[src/rtl/rc4_mem_pkg.sv]
// Shared types and constants for the RC4 memory handler.
package rc4_mem_pkg;

    // Memory selector carried on each client's memory_sel lines
    typedef enum logic [1:0] {
        SEL_NONE = 2'd0,
        SEL_S    = 2'd1,
        SEL_ROM  = 2'd2,
        SEL_OUT  = 2'd3
    } mem_sel_t;

    // Handler FSM states
    localparam logic [1:0] ST_IDLE    = 2'd0;
    localparam logic [1:0] ST_OWNED   = 2'd1;
    localparam logic [1:0] ST_RELEASE = 2'd2;

    // Depth of the message ROM and the decrypted-output RAM
    localparam int MSG_DEPTH = 32;

endpackage

[src/rtl/fixed_prio_arb.sv]
// Combinational fixed-priority picker: the lowest set request index wins.
module fixed_prio_arb #(
    parameter int N = 3
) (
    input  logic [N-1:0] req,
    output logic [N-1:0] gnt
);

    logic found;

    // Walk from index 0 upward and keep only the first request seen
    always_comb begin
        gnt   = '0;
        found = 1'b0;
        for (int i = 0; i < N; i++) begin
            if (req[i] && !found) begin
                gnt[i] = 1'b1;
                found  = 1'b1;
            end
        end
    end

endmodule

[src/rtl/rc4_mem_handler.sv]
// Responder for the RC4 client memory interface: grants exclusive ownership
// to one client FSM at a time and routes its accesses to S RAM, message ROM
// and output RAM, returning read data on a shared bus.
module rc4_mem_handler #(
    parameter int NUM_CLIENTS = 3,
    parameter int MSG_DEPTH   = rc4_mem_pkg::MSG_DEPTH
) (
    input  logic                     clk,
    input  logic                     reset,
    input  logic [NUM_CLIENTS-1:0]   req_own,
    input  logic [2*NUM_CLIENTS-1:0] req_sel,
    input  logic [8*NUM_CLIENTS-1:0] req_addr,
    input  logic [8*NUM_CLIENTS-1:0] req_wdata,
    input  logic [NUM_CLIENTS-1:0]   req_wen,
    output logic [NUM_CLIENTS-1:0]   grant,
    output logic [7:0]               q_data,
    output logic                     busy,
    output logic                     err,
    output logic [7:0]               s_addr,
    output logic [7:0]               s_wdata,
    output logic                     s_wen,
    input  logic [7:0]               s_q,
    output logic [4:0]               rom_addr,
    input  logic [7:0]               rom_q,
    output logic [4:0]               out_addr,
    output logic [7:0]               out_wdata,
    output logic                     out_wen
);
    import rc4_mem_pkg::*;

    logic [1:0]             state;
    logic [NUM_CLIENTS-1:0] pick;
    mem_sel_t               sel_d;
    mem_sel_t               o_sel;
    logic [7:0]             o_addr;
    logic [7:0]             o_wdata;
    logic                   o_wen;
    logic                   active;
    logic                   bad_addr;
    logic                   intruder;
    logic                   viol;

    fixed_prio_arb #(.N(NUM_CLIENTS)) u_arb (
        .req (req_own),
        .gnt (pick)
    );

    // Select the current owner's request lines (grant is one-hot or zero)
    always_comb begin
        o_sel   = SEL_NONE;
        o_addr  = '0;
        o_wdata = '0;
        o_wen   = 1'b0;
        for (int i = 0; i < NUM_CLIENTS; i++) begin
            if (grant[i]) begin
                o_sel   = mem_sel_t'(req_sel[2*i +: 2]);
                o_addr  = req_addr[8*i +: 8];
                o_wdata = req_wdata[8*i +: 8];
                o_wen   = req_wen[i];
            end
        end
    end

    // Reset gates routing so nothing is written in the reset cycle
    assign active   = (state == ST_OWNED) && !reset;
    assign bad_addr = ((o_sel == SEL_ROM) || (o_sel == SEL_OUT)) && (int'(o_addr) >= MSG_DEPTH);
    assign intruder = |(req_wen & ~grant);
    assign viol     = active && (((o_sel == SEL_ROM) && o_wen) || bad_addr || intruder);

    // Route the owner's access to the selected memory; others see zeros
    always_comb begin
        s_addr    = '0;
        s_wdata   = '0;
        s_wen     = 1'b0;
        rom_addr  = '0;
        out_addr  = '0;
        out_wdata = '0;
        out_wen   = 1'b0;
        if (active) begin
            case (o_sel)
                SEL_S: begin
                    s_addr  = o_addr;
                    s_wdata = o_wdata;
                    s_wen   = o_wen;
                end
                SEL_ROM: begin
                    if (!bad_addr) rom_addr = o_addr[4:0];
                end
                SEL_OUT: begin
                    if (!bad_addr) begin
                        out_addr  = o_addr[4:0];
                        out_wdata = o_wdata;
                        out_wen   = o_wen;
                    end
                end
                default: ;
            endcase
        end
    end

    // Ownership FSM: grant on request, hold until owner drops, one quiet cycle
    always_ff @(posedge clk) begin
        if (reset) begin
            state <= ST_IDLE;
            grant <= '0;
            busy  <= 1'b0;
        end else begin
            case (state)
                ST_IDLE: begin
                    if (|req_own) begin
                        state <= ST_OWNED;
                        grant <= pick;
                        busy  <= 1'b1;
                    end
                end
                ST_OWNED: begin
                    if (!(|(req_own & grant))) begin
                        state <= ST_RELEASE;
                        grant <= '0;
                        busy  <= 1'b0;
                    end
                end
                default: begin
                    state <= ST_IDLE;
                    grant <= '0;
                    busy  <= 1'b0;
                end
            endcase
        end
    end

    // Remember which memory was read so the return mux lines up with 1-cycle RAM/ROM latency
    always_ff @(posedge clk) begin
        if (reset)
            sel_d <= SEL_NONE;
        else if (active && !bad_addr)
            sel_d <= o_sel;
        else
            sel_d <= SEL_NONE;
    end

    // Sticky protocol-violation flag
    always_ff @(posedge clk) begin
        if (reset)
            err <= 1'b0;
        else if (viol)
            err <= 1'b1;
    end

    // Read return mux; output RAM is write-only so it returns 0
    always_comb begin
        case (sel_d)
            SEL_S:   q_data = s_q;
            SEL_ROM: q_data = rom_q;
            default: q_data = 8'h00;
        endcase
    end

endmodule

[config.mk]
export PLATFORM = sky130hd
export DESIGN_NAME = rc4_mem_handler
export DESIGN_NICKNAME = d
export VERILOG_FILES = /design/src/rtl/rc4_mem_pkg.sv /design/src/rtl/fixed_prio_arb.sv /design/src/rtl/rc4_mem_handler.sv
export SDC_FILE = /design/constraint.sdc
export NUM_CORES = 1
export LEC_CHECK = 0
export CORE_ASPECT_RATIO = 0.8
export CORE_MARGIN = 4
export CORE_UTILIZATION = 30
export CTS_BUF_LIST = sky130_fd_sc_hd__clkbuf_16
export DETAILED_ROUTE_END_ITERATION = 16
export DONT_BUFFER_PORTS = 1
export PLACE_DENSITY = 0.44
export SYNTH_ARGS = -nofsm -noshare
export SYNTH_HDL_FRONTEND = slang
export SYNTH_HIERARCHICAL = 1
export SYNTH_SLANG_ARGS = --single-unit
[constraint.sdc]
create_clock -name clk -period 2.67 [get_ports clk]
set_input_delay 0.4005 -clock clk [delete_from_list [all_inputs] [get_ports clk]]
set_output_delay 0.4005 -clock clk [all_outputs]
set_load 0.005 [all_outputs]
==> results.sh <==
export IMPL_synth_fp_nets=250
export IMPL_via_per_inst=6.476
export IMPL_worst_slack_ns=0.2541
export IMPL_via_count=1334
export IMPL_clk_path_buf_depth=2
export IMPL_avgSynthCellArea_sq_um=6.779
export IMPL_power_density_mw_per_mm2=412.9
export IMPL_p_sw_frac=0.2673
export IMPL_antenna_left=0
export IMPL_p_switching_mw=0.1371
export IMPL_p_clk_frac=0.475
export IMPL_maxSlewViolCount=0
export IMPL_p_leak_nw=0.3672
export IMPL_dieArea_sq_mm=0.004903
export IMPL_regArea_sq_um=161.4
export IMPL_cts_hold_buf=0
export IMPL_clk_latency_ns=0.23
export IMPL_postLayoutCoreUtil=0.3484
export IMPL_grt_max_degree=21
export IMPL_ios=127
export IMPL_critPathLaunch="state[0]$_SDFFE_PP0P_"
export IMPL_setup_tns_ns=0
export IMPL_synthTopCellsByCount="nor2_1, nor3_1, a221o_1, o21ai_0, a22oi_1"
export IMPL_ys_ff_latch=8
export IMPL_area_growth_pct=7.817
export IMPL_hold_viol=0
export IMPL_worstPathMaxFanout=11
export IMPL_max_freq_mhz=413.9
export IMPL_hpwlAfterDp_um=3533
export IMPL_die_h_um=63.44
export IMPL_place_ws_ns=0.3829
export IMPL_stdcell_count=206
export IMPL_total_power_mw=0.5130
export IMPL_yosysWarningCount=6
export IMPL_path_cells="or3b_4 > a211oi_4 > nand2b_1 > buf_4 > nor2_1"
export IMPL_layout_nets=246
export IMPL_critPathCaptureType="primary output"
export IMPL_synth_most_common_cell="nor2_1"
export IMPL_ctsHtreeMaxLevel=1
export IMPL_hold_path_class="in -> reg"
export IMPL_status="finished, final reports clean"
export IMPL_ys_seq_area_frac=0.1390
export IMPL_critPathTopFamily="simple AND/OR/NAND/NOR gates"
export IMPL_fillers=386
export IMPL_fin_crit_sh=0.9048
export IMPL_dpl_cell_area_sq_mm=0.001166
export IMPL_grt_usage=0.1637
export IMPL_reg2reg_from="grant[2]$_SDFFE_PP0P_"
export IMPL_finalClockSkew_ns=0.001716
export IMPL_netlist_area_sq_mm=0.001152
export IMPL_ys_types=36
export IMPL_cts_buffers=3
export IMPL_async_reset_ff_frac=0
export IMPL_finalSetupViolations=0
export IMPL_rows=19
export IMPL_period_minus_slack_ns=2.416
export IMPL_grt_pass1_wl_um=6561
export IMPL_finalWirelength_um=4309
export IMPL_synth_ff_type="dfxtp_1"
export IMPL_cpMaxStageDelayCell="or3b_4"
export IMPL_worst_path_buf_inv=1
export IMPL_slowest_delay_ns=0.46
export IMPL_antenna_found_initial=0
export IMPL_p_int_mw=0.3759
export IMPL_worstMarginPinSlew_ns=0.4692
export IMPL_syn_inst=170
export IMPL_cp_arrival_ns=2.02
export IMPL_design_area_sq_mm=0.001242
export IMPL_synth_top_area_share=0.1390
export IMPL_seqPwrFrac=0.273
export IMPL_wire_per_inst_um=20.92
export IMPL_overflow=0
export IMPL_cts_tree="built"
export IMPL_relSlewSlack=0.6872
export IMPL_p_comb_frac=0.251
export IMPL_first_pass_iters=5
export IMPL_die_w_um=77.29
export IMPL_start_kind="register"
export IMPL_path_clk_slew_ns=0.04
export IMPL_drtIter0Drc=44
export IMPL_required_ns=2.27
export IMPL_maxCapViolCount=0
export IMPL_antenna_diode_count=0
export IMPL_min_from="reset"
export IMPL_synth_enable_flop_cells=0
export IMPL_clock_root_buffer="clkbuf_16"
export IMPL_peakVddDrop_v=0.0001766
export IMPL_coreArea_sq_mm=0.003566
export IMPL_yosysTopAreaCell="dfxtp_1"
export IMPL_grt_pass1_vias=1295
export IMPL_route_detailed_drc=0
export IMPL_whs_ns=0.2387
export IMPL_cts_sinks=8
export IMPL_rsz0062_at_grt="false"
export IMPL_io_buffers=0
export IMPL_initial_core_util=0.3232
export IMPL_finalWeightedCongestion=0.8606
export IMPL_multi_input_area_sq_um=870.8
export IMPL_synthTopCellsByArea="dfxtp_1, a221o_1, nor2_1, nor3_1, a22oi_1"
export IMPL_setup_worst_path_class="reg -> out"
export IMPL_final_layout_size_suffix_gt1_frac=0.1159
export IMPL_placed_cells=203
==> sequential cells by signal, indices dropped and copies added, names as in the netlist <==
register,cells
state,2
err,1
grant,3
sel_d,2
==> per-layer routing <==
metal	track usage	vias up	wire, um
li1	-	621	-
met1	0.1939	633	1743
met2	0.2920	80	2100
met3	0.05556	0	466
met4	0.02222	0	0
met5	0	-	0
==> what timing repair did <==
item	4_1_cts	5_1_grt
setup endpoints to repair	0	17
resized for setup	0	1
setup buffers	0	0
==> power groups by stage <==
stage	Combinational, mW	Clock (mW)	Sequential [mW]
2_1_floorplan	0.108	0	0.136
3_3_place_gp	0.124	0	0.142
3_5_place_dp	0.128	0	0.142
4_1_cts	0.129	0.249	0.141
5_1_grt	0.145	0.256	0.142
6_report	0.129	0.244	0.140
==> cell families after synthesis <==
| family | share of synthesized area |
|---|---|
| DFF | 0.1390 |
| AOI/OAI and AO/OA | 0.3681 |
| adders and majority gates | 0.02171 |
| buffers and inverters | 0.1053 |
| and+or+nand+nor | 0.3659 |
==> worst paths after layout <==
| check | end | depth (start not counted) | slack, ns |
|---|---|---|---|
| hold reg to reg | state[0]$_SDFFE_PP0P_ | 2 | 0.55 |
| setup reg to reg | err$_SDFFE_PP0P_ | 5 | 1.09 |
| setup / recovery | s_addr[7] | 5 | 0.25 |
| hold / removal | grant[1]$_SDFFE_PP0P_ | 1 | 0.24 |
==> cells in the final DEF, fill, tap and decap left out, drive strengths merged, types with 2 or more instances in the layout <==
cell,instances
a21o,2
a21oi,6
a221o,13
a22oi,9
a32oi,3
and2b,2
buf,8
clkbuf,3
dfxtp,8
ha,2
inv,6
nand2,6
nand2b,6
nand3,2
nand3b,6
nand4,2
nor2,31
nor2b,4
nor3,19
o21ai,13
o2bb2ai,2
==> cell type report <==
cell class / count / share of cell area
multi-input combinational: 139 / 0.7009
sequential: 8 / 0.1299
inverter: 6 / 0.01813
tap: 42 / 0.04230
clock buffer: 3 / 0.06042
timing repair buffer: 8 / 0.04834
Note: power is estimated with default switching activity, not from simulation.
